[src/rtl/vnu_pkg.sv]
// Shared definitions for the serial variable-node update unit.
// Holds the default word format (Q8.8), the saturation limits for that
// word width and the controller state encoding.
package vnu_pkg;

  localparam int INT_BITS  = 8;
  localparam int FRAC_BITS = 8;
  localparam int W         = INT_BITS + FRAC_BITS;

  localparam logic [W-1:0] SAT_POS = {1'b0, {(W-1){1'b1}}};
  localparam logic [W-1:0] SAT_NEG = {1'b1, {(W-1){1'b0}}};

  typedef enum logic [1:0] {
    ST_IDLE  = 2'd0,
    ST_ACCUM = 2'd1,
    ST_EMIT  = 2'd2
  } state_t;

endpackage

[src/rtl/sat_adder.sv]
// W-bit two's complement saturating adder (combinational).
// Ports:
//   i_a, i_b : signed operands
//   o_sum    : a+b, clamped to the most positive/negative word when
//              two same-sign operands produce a result of the other sign
import vnu_pkg::*;

module sat_adder #(
  parameter int W = vnu_pkg::W
) (
  input  logic [W-1:0] i_a,
  input  logic [W-1:0] i_b,
  output logic [W-1:0] o_sum
);

  localparam logic [W-1:0] L_POS = {1'b0, {(W-1){1'b1}}};
  localparam logic [W-1:0] L_NEG = {1'b1, {(W-1){1'b0}}};

  logic [W-1:0] w_raw;
  logic         w_ovf;

  always_comb begin
    w_raw = i_a + i_b;
    w_ovf = (i_a[W-1] == i_b[W-1]) && (w_raw[W-1] != i_a[W-1]);
    o_sum = w_ovf ? (i_a[W-1] ? L_NEG : L_POS) : w_raw;
  end

endmodule

[src/rtl/sat_sub.sv]
// W-bit two's complement saturating subtractor (combinational).
// Ports:
//   i_a    : minuend
//   i_b    : subtrahend (the most negative word is handled without wrap)
//   o_diff : a-b, clamped to the most positive/negative word
import vnu_pkg::*;

module sat_sub #(
  parameter int W = vnu_pkg::W
) (
  input  logic [W-1:0] i_a,
  input  logic [W-1:0] i_b,
  output logic [W-1:0] o_diff
);

  localparam logic [W-1:0] L_POS = {1'b0, {(W-1){1'b1}}};
  localparam logic [W-1:0] L_NEG = {1'b1, {(W-1){1'b0}}};

  logic [W:0] w_wide;

  // One guard bit makes the true difference exact; the top two bits
  // disagreeing means it does not fit in W bits.
  always_comb begin
    w_wide = {i_a[W-1], i_a} - {i_b[W-1], i_b};
    if (w_wide[W] != w_wide[W-1]) begin
      o_diff = w_wide[W] ? L_NEG : L_POS;
    end else begin
      o_diff = w_wide[W-1:0];
    end
  end

endmodule

[src/rtl/vnu_serial.sv]
// Serial variable-node update unit for the min-sum LDPC decoder.
// Takes one channel LLR then up to MAX_DEG check-to-variable messages,
// accumulates them with saturation, then emits one extrinsic message
// per edge (total minus that edge's message) plus the hard decision.
//
// Ports:
//   i_clk, i_rst        : clock, synchronous active-high reset
//   i_llr_in/_valid     : channel LLR, accepted only in IDLE
//   i_msg_in/_valid/_last : C2V messages, accepted only in ACCUM
//   o_in_ready          : shared input ready (IDLE and ACCUM)
//   o_ext_out/_valid/_last, i_ext_ready : extrinsic output stream
//   o_hard_bit          : sign of the node total, valid with o_ext_valid
//   o_deg_err           : sticky, MAX_DEG messages seen without last
//
// state    | meaning
// ---------+-----------------------------------------------------
// ST_IDLE  | waiting for the channel LLR of the next node
// ST_ACCUM | collecting C2V messages into buf and the running total
// ST_EMIT  | streaming total - buf[idx] for idx = 0 .. deg-1
import vnu_pkg::*;

module vnu_serial #(
  parameter int INT     = vnu_pkg::INT_BITS,
  parameter int FRAC    = vnu_pkg::FRAC_BITS,
  parameter int MAX_DEG = 8
) (
  input  logic                  i_clk,
  input  logic                  i_rst,
  input  logic [INT+FRAC-1:0]   i_llr_in,
  input  logic                  i_llr_valid,
  input  logic [INT+FRAC-1:0]   i_msg_in,
  input  logic                  i_msg_valid,
  input  logic                  i_msg_last,
  output logic                  o_in_ready,
  output logic [INT+FRAC-1:0]   o_ext_out,
  output logic                  o_ext_valid,
  output logic                  o_ext_last,
  input  logic                  i_ext_ready,
  output logic                  o_hard_bit,
  output logic                  o_deg_err
);

  localparam int WL = INT + FRAC;
  localparam int CW = $clog2(MAX_DEG + 1);
  localparam int IW = (MAX_DEG > 1) ? $clog2(MAX_DEG) : 1;

  state_t          r_state;
  state_t          w_state_nxt;

  logic [WL-1:0]   r_buf [MAX_DEG];
  logic [WL-1:0]   r_total;
  logic [CW-1:0]   r_cnt;
  logic [CW-1:0]   r_idx;
  logic [CW-1:0]   r_deg;
  logic            r_deg_err;

  logic            w_acc_llr;
  logic            w_acc_msg;
  logic [CW-1:0]   w_cnt_inc;
  logic            w_deg_full;
  logic            w_ext_last;
  logic            w_ext_hs;
  logic [WL-1:0]   w_sum;
  logic [WL-1:0]   w_diff;
  logic [WL-1:0]   w_buf_sel;

  assign w_acc_llr  = (r_state == ST_IDLE)  && i_llr_valid;
  assign w_acc_msg  = (r_state == ST_ACCUM) && i_msg_valid;
  assign w_cnt_inc  = r_cnt + CW'(1);
  assign w_deg_full = (w_cnt_inc == CW'(MAX_DEG));
  assign w_ext_last = (r_idx == (r_deg - CW'(1)));
  assign w_ext_hs   = (r_state == ST_EMIT) && i_ext_ready;
  assign w_buf_sel  = r_buf[r_idx[IW-1:0]];

  sat_adder #(.W(WL)) u_sat_adder (
    .i_a   (r_total),
    .i_b   (i_msg_in),
    .o_sum (w_sum)
  );

  sat_sub #(.W(WL)) u_sat_sub (
    .i_a    (r_total),
    .i_b    (w_buf_sel),
    .o_diff (w_diff)
  );

  // State register
  always_ff @(posedge i_clk) begin
    if (i_rst) begin
      r_state <= ST_IDLE;
    end else begin
      r_state <= w_state_nxt;
    end
  end

  // Next-state logic
  always_comb begin
    w_state_nxt = r_state;
    case (r_state)
      ST_IDLE: begin
        if (w_acc_llr) w_state_nxt = ST_ACCUM;
      end
      ST_ACCUM: begin
        if (w_acc_msg && (i_msg_last || w_deg_full)) w_state_nxt = ST_EMIT;
      end
      ST_EMIT: begin
        if (w_ext_hs && w_ext_last) w_state_nxt = ST_IDLE;
      end
      default: w_state_nxt = ST_IDLE;
    endcase
  end

  // Outputs: registers only, gated so they read zero outside EMIT.
  always_comb begin
    o_in_ready  = 1'b0;
    o_ext_valid = 1'b0;
    o_ext_out   = '0;
    o_ext_last  = 1'b0;
    o_hard_bit  = 1'b0;
    o_deg_err   = r_deg_err;
    case (r_state)
      ST_IDLE, ST_ACCUM: o_in_ready = 1'b1;
      ST_EMIT: begin
        o_ext_valid = 1'b1;
        o_ext_out   = w_diff;
        o_ext_last  = w_ext_last;
        o_hard_bit  = r_total[WL-1];
      end
      default: o_in_ready = 1'b0;
    endcase
  end

  // Node datapath
  always_ff @(posedge i_clk) begin
    if (i_rst) begin
      r_total   <= '0;
      r_cnt     <= '0;
      r_idx     <= '0;
      r_deg     <= '0;
      r_deg_err <= 1'b0;
    end else begin
      if (w_acc_llr) begin
        r_total <= i_llr_in;
        r_cnt   <= '0;
      end
      if (w_acc_msg) begin
        r_total <= w_sum;
        r_cnt   <= w_cnt_inc;
        if (i_msg_last) begin
          r_deg <= w_cnt_inc;
          r_idx <= '0;
        end else if (w_deg_full) begin
          r_deg_err <= 1'b1;
          r_deg     <= CW'(MAX_DEG);
          r_idx     <= '0;
        end
      end
      if (w_ext_hs) begin
        r_idx <= r_idx + CW'(1);
      end
    end
  end

  // Message store needs no reset: entries are always written before read.
  always_ff @(posedge i_clk) begin
    if (w_acc_msg) begin
      r_buf[r_cnt[IW-1:0]] <= i_msg_in;
    end
  end

endmodule
[config.mk]
export PLATFORM = sky130hd
export DESIGN_NAME = vnu_serial
export DESIGN_NICKNAME = d
export VERILOG_FILES = /design/src/rtl/vnu_pkg.sv /design/src/rtl/sat_adder.sv /design/src/rtl/sat_sub.sv /design/src/rtl/vnu_serial.sv
export SDC_FILE = /design/constraint.sdc
export NUM_CORES = 1
export LEC_CHECK = 0
export ABC_CLOCK_PERIOD_IN_PS = 3700
export BUFFER_PORTS_ARGS = -buffer_cell sky130_fd_sc_hd__buf_2
export CAP_MARGIN = 20
export CORE_MARGIN = 2
export CORE_UTILIZATION = 55
export DETAILED_ROUTE_END_ITERATION = 8
export HOLD_SLACK_MARGIN = 0.08
export PLACE_DENSITY = 0.81
export SLEW_MARGIN = 20
export SYNTH_ARGS = -nofsm -noshare
export SYNTH_HDL_FRONTEND = slang
export SYNTH_HIERARCHICAL = 1
export SYNTH_SLANG_ARGS = --single-unit
[constraint.sdc]
create_clock -name i_clk -period 3.7 [get_ports i_clk]
set_clock_uncertainty 0.1 [all_clocks]
set_input_delay 0 -clock i_clk [delete_from_list [all_inputs] [get_ports i_clk]]
set_output_delay 0 -clock i_clk [all_outputs]
set_load 0.03 [all_outputs]
Word level (Yosys, flattened, before mapping):

Memories as Yosys holds them, arrays and structs flattened. A register that Yosys moved wholly into a read port is not among the register bits.
Cells that the tools add are included.

* bitwise logic cells: 1
* mux-type cells: 27
* eq/ne operators: 10
* add/subtract/negate cells: 5
* reductions and logical operators: 17

Operator list (count)
* two-way mux 16 bit: 7
* two-way mux 4 bit: 8
* subtractor 16 x 16 -> 17 bit: 1
* adder 16 bit: 1
* adder 4 x 1 -> 4 bit (second input constant): 2
* logical AND 1 bit: 6
* two-way mux 1 bit: 6
* two-way mux 2 bit: 3
* two-way mux 3 bit: 2
* one-hot mux 2 bit (3 select lines): 1
* AND reduction 3 bit: 2
* nonzero test 2 bit: 3
* == test 4 bit: 1
* == test 4 bit (second input constant): 1
* inequality test 2 x 1 -> 1 bit (second input constant): 2
* AND reduction 2 bit: 2
* subtractor 4 x 1 -> 4 bit (second input constant): 1
* nonzero test 3 bit: 1
* == test 2 x 1 -> 1 bit (second input constant): 1
* == test 2 bit (second input constant): 1
* zero test 2 bit: 1
* inequality test 1 bit: 2
* inequality test 2 bit (second input constant): 1
* OR reduction 2 bit: 1
* 3 further kinds: 3

* memories kept: 1
* RAM bits: 128
* word-level logic and storage cells: 67
* bits in registers: 31
* input port bits: 38

Memories
* r_buf: words 8, width 16, rd ports 1, clocked after Yosys merged registers in 1, write ports 1, RTL line vnu_serial.sv:50 `logic [WL-1:0] r_buf [MAX_DEG];`

Logic depth before layout (Yosys ltp):

Gate-level depths: netlist of the first run.

* depth after elaboration: 8
* depth in mapped cells: 15

Modules after synthesis:

The synthesis of the first run kept the hierarchy.

By module, submodules not included
* vnu_serial: area an instance 6647.6 um^2, cells an instance 409, times used 1
* sat_sub: area an instance 1047.3 um^2, cells an instance 138, times used 1
* sat_adder: area an instance 912.1 um^2, cells an instance 114, times used 1

Worst setup path after synthesis of the first run:

Ideal clock, no wire load.

* path type: flip-flop to output port
* start point: register with a tool-made name
* end point: output o_ext_out[10]
* arrival: 3.339 ns
* slack: 0.261 ns
* cell stages (with the launch flop): 16
* path through: dfxtp_1 buf_6 buf_6 mux4_2 mux2_2 ha_1 inv_1 fa_1 a21o_1 a311oi_2 nor3_2 nor2_4 o31ai_4 buf_6 maj3_2 and2_1

RTL lines
* end, declared: RTL line vnu_serial.sv:35 `output logic [INT+FRAC-1:0] o_ext_out,`

==> results_dict.tcl, run 1 <==
set metrics [dict create \
    netlist.area_leader.share_pct 44.66 \
    fin_hold_ws_ns 0.1039 \
    start_kind "flop" \
    syn_area_um2 8607 \
    grt_pass1_wl_um 33810 \
    synth_edf_count 128 \
    vias_per_cell 6.177 \
    num_rows 45 \
    vias 6362 \
    min_period_ns 3.996 \
    clk_pin_slew_worst_paths_ns 0.06 \
    drtIter0Drc 600 \
    port_buffers 58 \
    end_kind "output pin" \
    arrival_ns 3.90 \
    ios 59 \
    antenna_left 0 \
    criticalPathCategory "reg -> out" \
    drt-wirelength-per-cell_um 21.48 \
    place_hpwl_um 13400 \
    async_flop_share_pct 0 \
    finalSetupViolations 16 \
    failed_checks "setup timing" \
    antenna_found_initial 0 \
    p_per_area_nw_per_um2 434.0 \
    dieHeight_um 129.1 \
    max-cap-violations 0 \
    fmax_mhz 250.2 \
    syn_inst 661 \
    slew_headroom_pct 54.33 \
    crit_top_cell "buf_6" \
    totalWireLength_um 22120 \
    cts_htree_levels 4 \
    drive_gt1_share_pct 34.19 \
    cts_tree "yes" \
    status "complete, but fails checks" \
    hold_viol_final 0 \
    syn-num-nets 735 \
    yosys-top-cells-count "128 x edfxtp_1, 63 x nand2_1, 36 x nor2_1" \
    pre_cts_ws_ns -0.1965 \
    grt_use_total_pct 27.28 \
    crit_slowest_cell "mux4_2" \
    grt.overflow.total 0 \
    fin_nets 880 \
    post-route-util_pct 71.59 \
    fin_crit_sh_pct 108.0 \
    worstMarginPinSlew_ns 0.6843 \
    dieArea_um2 16670 \
    slew_viol_final 0 \
    ys_ff_latch 162 \
    rsz0062_at_grt "yes" \
    cp_slowest_stage_delay_ns 0.52 \
    netlist-cell-type-count 77 \
    numCtsBuffers 17 \
    die_width_um 129.1 \
    grt_max_degree 33 \
    ys_seq_area_share_pct 52.57 \
    fin_ws_ns -0.2962 \
    p_leak_nw 4.131 \
    required_ns 3.60 \
    peakVddDrop_uv 338.6 \
    remaining_drc_errors 0 \
    crit_fanout 8 \
    yosysMostFrequentCell "edfxtp_1" \
    coreArea_um2 15260 \
    clock_sinks 162 \
    synth.area.top_cells "edfxtp_1 45%, mux4_1 8.5%, dfxtp_1 7.9%" \
    antenna_cells 0 \
    yosysWarnings 6 \
    cts.root.buffer_cell "clkbuf_16" \
    gp_congestion 0.9534 \
    min_path_type "in -> reg" \
    path_cells "buf_12 > mux4_2 > mux2_4 > ha_4 > inv_2 > fa_2 > a21o_1 > a311oi_4 > nor3_4 > nor2_4 > o31ai_4 > buf_6 > maj3_2 > and2_4 > buf_6" \
    insertion_delay_ns 0.43 \
    grt_pass1_vias 6263 \
    cts_buffer_depth 2 \
    postSynthAreaPerCell_um2 13.02 \
    yosysTopAreaCell "edfxtp_1" \
    first_pass_iters 5 \
    synth_flop_cell "edfxtp_1" \
    initial_utilization_pct 56.41 \
    area_delta_synth_final_pct 26.92 \
]
[registers in the layout (all words and copies together) (netlist names), named ones only]
signal / count
r_idx: 4
r_deg: 4
r_cnt: 4
o_deg_err: 1
r_buf: 128
r_state: 2
r_total: 16
[power breakdown]
group	internal [mW]	switching, mW	leakage, nW	total (mW)
registers	2.00	0.0429	1.43	2.04
clock network	0.920	0.705	0.269	1.63
logic	0.526	0.551	2.43	1.08
[cell usage in the layout, fill, tap and decap left out, types with 7 or more instances in the layout]
master / synthesis / final
a21o_1: 20 / 20
a21oi_1: 35 / 32
a21oi_2: 4 / 7
a311oi_1: 16 / 16
and2_4: 0 / 15
buf_12: 0 / 7
buf_2: 9 / 42
buf_4: 1 / 38
buf_6: 8 / 22
clkbuf_16: 0 / 17
dfxtp_1: 34 / 33
dlygate4sd3_1: 0 / 48
edfxtp_1: 128 / 128
ha_1: 34 / 23
ha_4: 0 / 9
inv_1: 32 / 23
maj3_2: 9 / 15
mux2_2: 16 / 7
mux2_4: 0 / 9
mux4_1: 28 / 10
mux4_2: 4 / 22
nand2_1: 63 / 62
nand3_1: 11 / 11
nor2_1: 36 / 35
o21ai_0: 9 / 7
xnor2_1: 18 / 16
xor2_1: 12 / 11
[path summary, 6_finish.rpt]
check               from             to  slack [ns]  cells after the start
max                 flop  o_ext_out[11]       -0.30                     15
min          i_msg_valid       r_cnt[3]        0.10                      5
max reg2reg   r_total[0]    r_total[12]        0.25                     12
min reg2reg    o_deg_err      o_deg_err        0.36                      2
[critical path, delay by kind of cell, from the launching register on]
family,cells,cell delay [ns]
AO/OA/AOI/OAI,3,0.65
adder cells (fa/ha/maj),3,0.58
buffers and inverters,4,0.50
AND/OR/NAND/NOR,3,0.50
flip-flops,1,0.40
multiplexers,2,0.84
[layer usage]
layer / part of all wire (%) / vias to the layer above / GRT usage [%] / routed length [um]
met5: 0 / - / 0 / 0
met4: 3.1 / 0 / 11.00 / 680
met3: 7.0 / 53 / 5.780 / 1541
met2: 50 / 315 / 45.75 / 11110
met1: 40 / 3186 / 34.95 / 8790
li1: - / 2808 / - / -
[timing repair]
item	CTS	global route
resized for setup	106	40
setup buffers	21	7
gates cloned	3	0
hold buffers	48	0
endpoints found under the setup margin	16	17
hold endpoints to repair	162	0
pin swaps	22	25
[kinds of logic after synthesis]
family	after synthesis	share of synthesized area [%]
AND/OR/NAND/NOR	173	10.00
flip-flops	162	52.57
AO/OA/AOI/OAI	130	11.31
buffers and inverters	64	3.678
adder cells (fa/ha/maj)	52	7.399
multiplexers	49	11.80
XOR/XNOR	31	3.242
[metrics by stage]
stage | power [mW] | std cells | setup TNS, ns | cell area (um^2)
floorplan | 2.673 | 661 | 0 | 8607
detailed placement | 2.881 | 926 | -2.259 | 9245
finish | 4.742 | 1030 | -4.008 | 10920
global route | 4.907 | 1030 | -5.562 | 10920
global placement | 2.856 | 926 | -0.6112 | 9245
CTS | 4.682 | 1030 | -3.762 | 10860
[layout make-up]
cell class	count	area [um^2]
sequential	162	4528
fill	929	4334
multi-input combinational	435	4080
timing repair buffer	158	1379
clock buffer	18	429.2
tap	211	264.0
inverter	32	130.1
clock inverter	14	113.9
Power figures use the tool's default switching activity.
==> run 2, diff against run 1 <==
Settings changed: RECOVER_POWER set to 25.
==> run 2 against run 1 <==
Against the previous run:
- critical endpoint unchanged
- clock power is essentially flat
- final cell count is the same
- the run still ends with setup timing left
- combinational power is essentially flat
- via count grew 0.13%
- largest cell class unchanged
==> results_dict.tcl, run 2 (synthesis results as in run 1) <==
set metrics [dict create \
    route.top_layer_used "met4" \
    cts_buffer_depth 2 \
    remaining_drc_errors 0 \
    area_delta_synth_final_pct 26.76 \
    drive_gt1_share_pct 32.84 \
    hold_viol_final 0 \
    timing.critical_path.depth 15 \
    numCtsBuffers 17 \
    first_pass_iters 5 \
    status "complete, but fails checks" \
    cts.root.buffer_cell "clkbuf_16" \
    totalWireLength_um 22130 \
    crit_fanout 8 \
    place_hpwl_um 13400 \
    dieArea_um2 16670 \
    clock_sinks 162 \
    ff2ff_path_depth 12 \
    cp_slowest_stage_delay_ns 0.52 \
    peakVddDrop_uv 339.7 \
    arrival_ns 3.90 \
    dieHeight_um 129.1 \
    p_clk_share_pct 34.3 \
    regToRegEndpoint "r_total[12]" \
    fin_ws_ns -0.2998 \
    coreArea_um2 15260 \
    min_path_type "in -> reg" \
    vias 6370 \
    antenna_found_initial 0 \
    grt_pass1_vias 6263 \
    drt-met1-wl_um 8770 \
    placed_cells 926 \
    stdcell_count 1030 \
    reg2reg_slack_ns 0.25 \
    p_per_area_nw_per_um2 434.6 \
    grt_max_degree 33 \
    antenna_cells 0 \
    gp_congestion 0.9534 \
    crit_path_end "o_ext_out[11]" \
    antenna_left 0 \
    largest_reg_flops 128 \
    finalSetupViolations 16 \
    initial_utilization_pct 56.41 \
    criticalPathCategory "reg -> out" \
    drt-wirelength-per-cell_um 21.48 \
    min_period_ns 4.000 \
    layout.cells.most_common_list "128 x edfxtp_1, 62 x nand2_1, 48 x dlygate4sd3_1" \
    internal_power_mw 3.440 \
    path_cells "buf_12 > mux4_2 > mux2_4 > ha_4 > inv_2 > fa_2 > a21o_1 > a311oi_4 > nor3_4 > nor2_4 > o31ai_4 > buf_6 > maj3_2 > and2_4 > buf_6" \
    switching_share_pct 27.45 \
    required_ns 3.60 \
    drtIter0Drc 596 \
    failed_checks "setup timing" \
    fin_crit_sh_pct 108.1 \
    die_width_um 129.1 \
    fmax_mhz 250.0 \
    slew_viol_final 0 \
    ios 59 \
    crit_top_cell "buf_6" \
    p_seq_share_pct 43.0 \
    combPwrFrac_pct 22.7 \
    min_from "i_msg_valid" \
    layout_commonest_cell "edfxtp_1" \
    fin_nets 880 \
    port_buffers 58 \
    start_kind "flop" \
    crit_buf_inv 4 \
    total_power_mw 4.742 \
    slew_headroom_pct 53.57 \
    p_leak_nw 4.100 \
    end_kind "output pin" \
    grt_use_total_pct 27.28 \
    crit_slowest_cell "mux4_2" \
    cts_htree_levels 4 \
    num_rows 45 \
    cts_tree "yes" \
    dr_wl_met2_um 11100 \
    rsz0062_at_grt "yes" \
    fin_tns_setup_ns -4.097 \
    max-cap-violations 0 \
    insertion_delay_ns 0.43 \
    worstMarginPinSlew_ns 0.6957 \
    grt.overflow.total 0 \
    p_switching_mw 1.302 \
    wl_met3_um 1517 \
    timing.rr.start "r_total[0]" \
    vias_per_cell 6.184 \
    clk_pin_slew_worst_paths_ns 0.06 \
    grt_pass1_wl_um 33810 \
    path_delay_family "multiplexers" \
]
run 2: cell types whose count changed in the layout (fill, tap and decap cells not counted), sizes merged:
cell,change
clkbuf,+11
buf,-11
run 2: how the worst min path moves through the flow:
stage                       end  slack (ns)  depth (start not counted)
floorplan           r_buf[0][0]      -0.001                          0
global placement     r_total[5]        0.18                          3
detailed placement  r_total[11]        0.18                          3
CTS                    r_cnt[3]        0.08                          5
global route        r_total[10]        0.15                          5
finish                 r_cnt[3]        0.10                          5
run 2: metal layers:
| metal | up-vias | track usage, % |
|---|---|---|
| met5 | - | 0 |
| met4 | 0 | 11.00 |
| met3 | 60 | 5.780 |
| met2 | 307 | 45.75 |
| met1 | 3197 | 34.95 |
| li1 | 2806 | - |
run 2: cell type report:
class / count / area [um^2]
well taps: 211 / 264.0
clock buffers: 18 / 429.2
inverters: 32 / 130.1
clock inverters: 14 / 113.9
flip-flops and latches: 162 / 4528
multi-input cells: 435 / 4080
fillers: 936 / 4348
repair buffers: 158 / 1365
run 2: power by group through the flow:
stage / Clock (mW) / Combinational [mW] / Sequential [mW]
after detailed placement: 0 / 0.811 / 2.07
after floorplan: 0 / 0.617 / 2.06
after global routing: 1.71 / 1.15 / 2.04
after CTS: 1.63 / 1.01 / 2.04
final: 1.63 / 1.08 / 2.04
after global placement: 0 / 0.788 / 2.07
run 2: worst min-delay path, cell delays in order:
cell       delay [ns]
buf_2            0.11
nand2_1          0.11
a21o_1           0.21
a2bb2oi_1        0.08
nor2_1           0.08
run 2: stage by stage:
step | setup WS, ns | utilization [%] | instance area [um^2] | hold WS (ns)
final | -0.2998 | 71.50 | 10910 | 0.1044
after global routing | -0.3789 | 71.50 | 10910 | 0.1527
after CTS | -0.2668 | 71.15 | 10860 | 0.08141
after detailed placement | -0.1965 | 60.59 | 9245 | 0.1782
after global placement | -0.06876 | 60.59 | 9245 | 0.1788
after floorplan | 0.2610 | - | 8607 | -0.001131
run 2: repair_timing:
item / in CTS / in global routing
hold buffers: 48 / 0
resized for setup: 106 / 40
pin swaps: 22 / 25
cloned: 3 / 0
endpoints found under the hold margin: 162 / 0
buffers inserted: 21 / 7
setup endpoints to repair: 16 / 17
